### src/rtl/cbus_arbiter.sv
// Two-requester memory-bus arbiter (port 0 = ifetch, port 1 = data) with a held grant and a burst beat check.
// Optional macro CBUS_ARB_ROUND_ROBIN_EN replaces the fixed data-first priority with alternating priority.
module cbus_arbiter #(
    parameter int ADDR_WIDTH = 32,
    parameter int DATA_WIDTH = 32,
    parameter int LEN_WIDTH  = 4
) (
    input  logic                      clk,
    input  logic                      reset,
    input  logic [1:0]                s_valid,
    input  logic [1:0]                s_is_write,
    input  logic [2*ADDR_WIDTH-1:0]   s_addr,
    input  logic [2*3-1:0]            s_size,
    input  logic [2*LEN_WIDTH-1:0]    s_len,
    input  logic [2*DATA_WIDTH-1:0]   s_data,
    input  logic [2*DATA_WIDTH/8-1:0] s_strb,
    output logic [1:0]                s_okay,
    output logic [1:0]                s_last,
    output logic [DATA_WIDTH-1:0]     s_rdata,
    output logic                      m_valid,
    output logic                      m_is_write,
    output logic [ADDR_WIDTH-1:0]     m_addr,
    output logic [2:0]                m_size,
    output logic [LEN_WIDTH-1:0]      m_len,
    output logic [DATA_WIDTH-1:0]     m_data,
    output logic [DATA_WIDTH/8-1:0]   m_strb,
    input  logic                      m_okay,
    input  logic                      m_last,
    input  logic [DATA_WIDTH-1:0]     m_rdata,
    output logic                      owner,
    output logic                      busy,
    output logic                      err
);
    localparam int STRB_WIDTH = DATA_WIDTH / 8;

    typedef enum logic {IDLE, GRANT} state_t;

    state_t               r_state, w_state_nxt;
    logic                 r_owner, w_owner_nxt;
    logic [LEN_WIDTH-1:0] r_cnt, w_cnt_nxt;
    logic                 r_err, w_err_set;
    logic                 w_pick;

`ifdef CBUS_ARB_ROUND_ROBIN_EN
    logic r_last_owner;

    assign w_pick = (s_valid == 2'b11) ? ~r_last_owner : s_valid[1];

    always_ff @(posedge clk or posedge reset) begin
        if (reset)
            r_last_owner <= 1'b0;
        else if (r_state == IDLE && s_valid != 2'b00)
            r_last_owner <= w_pick;
    end
`else
    assign w_pick = s_valid[1];
`endif

    // Request fields follow the registered owner; requesters hold them stable until their last beat.
    assign m_is_write = r_owner ? s_is_write[1] : s_is_write[0];
    assign m_addr     = r_owner ? s_addr[2*ADDR_WIDTH-1:ADDR_WIDTH] : s_addr[ADDR_WIDTH-1:0];
    assign m_size     = r_owner ? s_size[5:3] : s_size[2:0];
    assign m_len      = r_owner ? s_len[2*LEN_WIDTH-1:LEN_WIDTH] : s_len[LEN_WIDTH-1:0];
    assign m_data     = r_owner ? s_data[2*DATA_WIDTH-1:DATA_WIDTH] : s_data[DATA_WIDTH-1:0];
    assign m_strb     = r_owner ? s_strb[2*STRB_WIDTH-1:STRB_WIDTH] : s_strb[STRB_WIDTH-1:0];
    assign s_rdata    = m_rdata;
    assign owner      = r_owner;
    assign busy       = (r_state == GRANT);
    assign err        = r_err;

    always_comb begin
        // NOTE: every output of this block gets a default first so no latch is inferred.
        w_state_nxt = r_state;
        w_owner_nxt = r_owner;
        w_cnt_nxt   = r_cnt;
        w_err_set   = 1'b0;
        m_valid     = 1'b0;
        s_okay      = 2'b00;
        s_last      = 2'b00;
        case (r_state)
            IDLE: begin
                w_cnt_nxt = '0;
                if (s_valid != 2'b00) begin
                    w_state_nxt = GRANT;
                    w_owner_nxt = w_pick;
                end
            end
            GRANT: begin
                m_valid          = s_valid[r_owner];
                s_last[r_owner]  = m_last;
                if (!s_valid[r_owner])
                    w_err_set = 1'b1;
                if (m_okay) begin
                    s_okay[r_owner] = m_valid;
                    if (m_last && r_cnt != m_len)
                        w_err_set = 1'b1;
                    if (!m_last && r_cnt == m_len)
                        w_err_set = 1'b1;
                    if (r_cnt != m_len)
                        w_cnt_nxt = r_cnt + 1'b1;
                    if (m_last)
                        w_state_nxt = IDLE;
                end
            end
            default: w_state_nxt = IDLE;
        endcase
        // A handshake with no request outstanding is a slave protocol error.
        if (m_okay && !m_valid)
            w_err_set = 1'b1;
    end

    always_ff @(posedge clk or posedge reset) begin
        if (reset) begin
            r_state <= IDLE;
            r_owner <= 1'b0;
            r_cnt   <= '0;
            r_err   <= 1'b0;
        end else begin
            r_state <= w_state_nxt;
            r_owner <= w_owner_nxt;
            r_cnt   <= w_cnt_nxt;
            r_err   <= r_err | w_err_set;
        end
    end
endmodule
### config.mk
export PLATFORM = sky130hd
export DESIGN_NAME = cbus_arbiter
export DESIGN_NICKNAME = d
export VERILOG_FILES = /design/src/rtl/cbus_arbiter.sv
export SDC_FILE = /design/constraint.sdc
export NUM_CORES = 1
export LEC_CHECK = 0
export CAP_MARGIN = 10
export CORE_AREA = 4 4 115 117
export DETAILED_ROUTE_END_ITERATION = 16
export DIE_AREA = 0 0 119 121
export HOLD_SLACK_MARGIN = 0.12
export SYNTH_ARGS = -nofsm -noshare
export SYNTH_HDL_FRONTEND = slang
export SYNTH_SLANG_ARGS = --single-unit
### constraint.sdc
create_clock -name clk -period 2.48 [get_ports clk]
set_input_delay 0.496 -clock clk [delete_from_list [all_inputs] [get_ports clk]]
set_output_delay 0.496 -clock clk [all_outputs]
set_load 0.05 [all_outputs]
==> qor.csv <==
stage,metric,value,unit
place,routability-driven placement congestion ratio,0.765,
synthesis,Post-Syn Instances,165,
timing,fmax,451,MHz
final_layout,share of layout cells above drive strength 1,0.449,
synthesis,Synth Warn #,0,
job,maxcap violations,0,
synthesis,Mapped Nets,356,
cts,post-CTS sizing,0,
place,port bufs,241,
route,Post-DRT Antenna Nets,0,
setup_path,critical path class,flop to output pin,
cts,Longest Clk Path Bufs,2,
global_routing,first-pass GRT wire length,12800,µm
setup_path,CP required,1980,ps
cts,CTS HTree Levels,1,
synthesis,share of the synthesized area in the top cell type,0.522,
timing,"Slew Viols, Final",0,
synthesis,synth unique cells,28,
global_routing,vias in the first global route,2324,
cts,Root Buffer,clkbuf_16,
die,# rows,41,
power,VDD IR max,219,µV
cts,"Clk Latency, worst-skew pair",230,ps
cts,TritonCTS clock tree,done,
setup_path,Critical Path End Type,output pin,
cts,CTS Buf Count,3,
die,die area,14400,µm²
min_path,Hold Crit Class,primary input to asynchronous set/reset pin,
die,Die Span Y,121,µm
global_routing,initial antenna violation count,1,
timing,RSZ-0062 raised after global routing,no,
power,Pleak,1.61,nW
final_layout,"leading cell types in the layout, fill and taps excluded","clkdlybuf4s50_1, buf_4, mux2_2",
final_layout,"most common cell after layout, fill and taps aside",clkdlybuf4s50_1,
setup_path,CP Cell Sequence,clkdlybuf4s50_1,
timing,Worst Clk Skew,1.12,ps
global_routing,GRT Total Usage,0.113,
timing,slew margin rel.,0.664,
synthesis,"area leader, netlist",mux2_2,
timing,total negative slack,0,ps
route,Vias/cell,3.84,
setup_path,worst-path fanout max,15,
route,DRT iter0 DRCs,43,
setup_path,CP top delay family,buffers and inverters,
synthesis,cell area after synthesis,1600,µm²
global_routing,largest net degree at the start of global routing,49,
global_routing,grt ovf,0,
final_layout,Layout area overhead,147,%
timing,min cycle time layout,2220,ps
route,final WL,8850,µm
timing,Tcrit/Tclk final,0.895,
cts,Post-CTS Setup Bufs,0,
synthesis,post-synthesis sequential area ratio,0.110,
power,pwr dens,636,nW/µm²
synthesis,#FFs+latches synth,7,
setup_path,Worst EP arrival,1720,ps
setup_path,worst stage delay on the critical path,890,ps
cts,hold-fix buffers at CTS,0,
timing,"Hold Violations, Final",0,
die,Placeable Area,12400,µm²
setup_path,Crit-path slowest cell,clkdlybuf4s50_1,
cts,Sink Count,7,
cts,clk slew on worst S/H paths,40,ps
die,I/O pin count,306,
die,initial core utilization,0.129,
timing,Worst Max-Slew Pin Slew,502,ps
route,Wirelength per Cell,16.3,µm
final_layout,NumNets Final,562,
route,DR DRC count,0,
timing,Final setup viols,0,
synthesis,synthesized area per cell,9.67,µm²
power,total power,2.51,mW
status,status,completed,
die,Die Width,119,µm
setup_path,Critical path buffers and inverters,1,
final_layout,# diodes,0,
place,Post-DP HPWL,7990,µm
synthesis,synth top area cells,"mux2_2, buf_4, dfrtp_1, clkbuf_1, mux2_4",
route,TritonRoute pass-1 iters,4,
setup_path,Worst setup SP type,flop,
route,via count,2080,
[area by class of cell]
class                   instances  area [µm²]
fillers                      1276        8420
repair buffers                243        2330
multi-input cells             112        1120
well taps                     172         215
flip-flops and latches          7         179
clock buffers                   4        78.8
inverters                       4        15.0
[cell usage after synthesis]
master    instances
mux2_2           74
buf_4            32
clkbuf_1          9
dfrtp_1           7
o21ai_0           5
inv_1             4
nand2_1           4
nor2_1            3
xor2_1            3
a21boi_1          2
mux2_4            2
nand3_1           2
nor3_1            2
or3_1             2
a21boi_0          1
a311oi_1          1
a31oi_1           1
and2_1            1
and3_1            1
and4b_1           1
buf_6             1
ha_1              1
nand2b_1          1
nor4_1            1
nor4b_1           1
o41ai_4           1
xnor2_1           1
xor2_2            1
[cells by family (layout without fill, tap and decap cells)]
family                   Yosys count  count (layout)  share of synthesized area
XOR/XNOR                           5               5                     0.0322
AO/OA/AOI/OAI                     11              11                     0.0565
AND/OR/NAND/NOR                   19              19                     0.0643
buffers and inverters             46             251                      0.188
flip-flops                         7               7                      0.110
adder cells (fa/ha/maj)            1               1                    0.00784
multiplexers                      76              76                      0.541
[registers in the layout, indices dropped and copies added (netlist names)]
register	cells
r_cnt	4
busy	1
err	1
owner	1
[path summary, 6_finish.rpt]
kind / cells past startpoint / endpoint / slack [ps] / from
max: 1 / busy / 260 / busy$_DFF_PP0_
min: 2 / r_cnt[1]$_DFFE_PP0P_ / 500 / reset
max reg2reg: 5 / r_cnt[3]$_DFFE_PP0P_ / 500 / owner$_DFFE_PP0P_
min reg2reg: 2 / r_cnt[3]$_DFFE_PP0P_ / 580 / r_cnt[3]$_DFFE_PP0P_
max in group asynchronous: 2 / owner$_DFFE_PP0P_ / 1740 / reset
min in group clk: 2 / r_cnt[3]$_DFFE_PP0P_ / 580 / r_cnt[3]$_DFFE_PP0P_
[per-stage QoR]
step | std cells | area [µm²] | setup slack (ps) | util | hold WS (ps)
finish | 542 | 3940 | 261 | 0.319 | 501
global route | 542 | 3940 | 189 | 0.319 | 532
CTS | 542 | 3940 | 263 | 0.319 | 517
floorplan | 165 | 1600 | 0.769 | - | 299
global placement | 538 | 3860 | 242 | 0.313 | 562
detailed placement | 538 | 3860 | 165 | 0.313 | 579
[per-layer routing]
metal | up-vias | share of wire | global-route usage | wire length [µm]
met2 | 148 | 0.50 | 0.195 | 4390
met4 | 2 | 0.0044 | 0.0159 | 39
met5 | - | 0.0015 | 0 | 13
met1 | 956 | 0.39 | 0.134 | 3440
li1 | 968 | - | - | -
met3 | 6 | 0.11 | 0.0452 | 962
[report_power, final]
group	total (mW)	switching (mW)	internal (mW)
registers	0.198	0.0528	0.145
logic	2.03	1.18	0.848
clock network	0.276	0.0622	0.214
(Power assumes the default switching activity.)
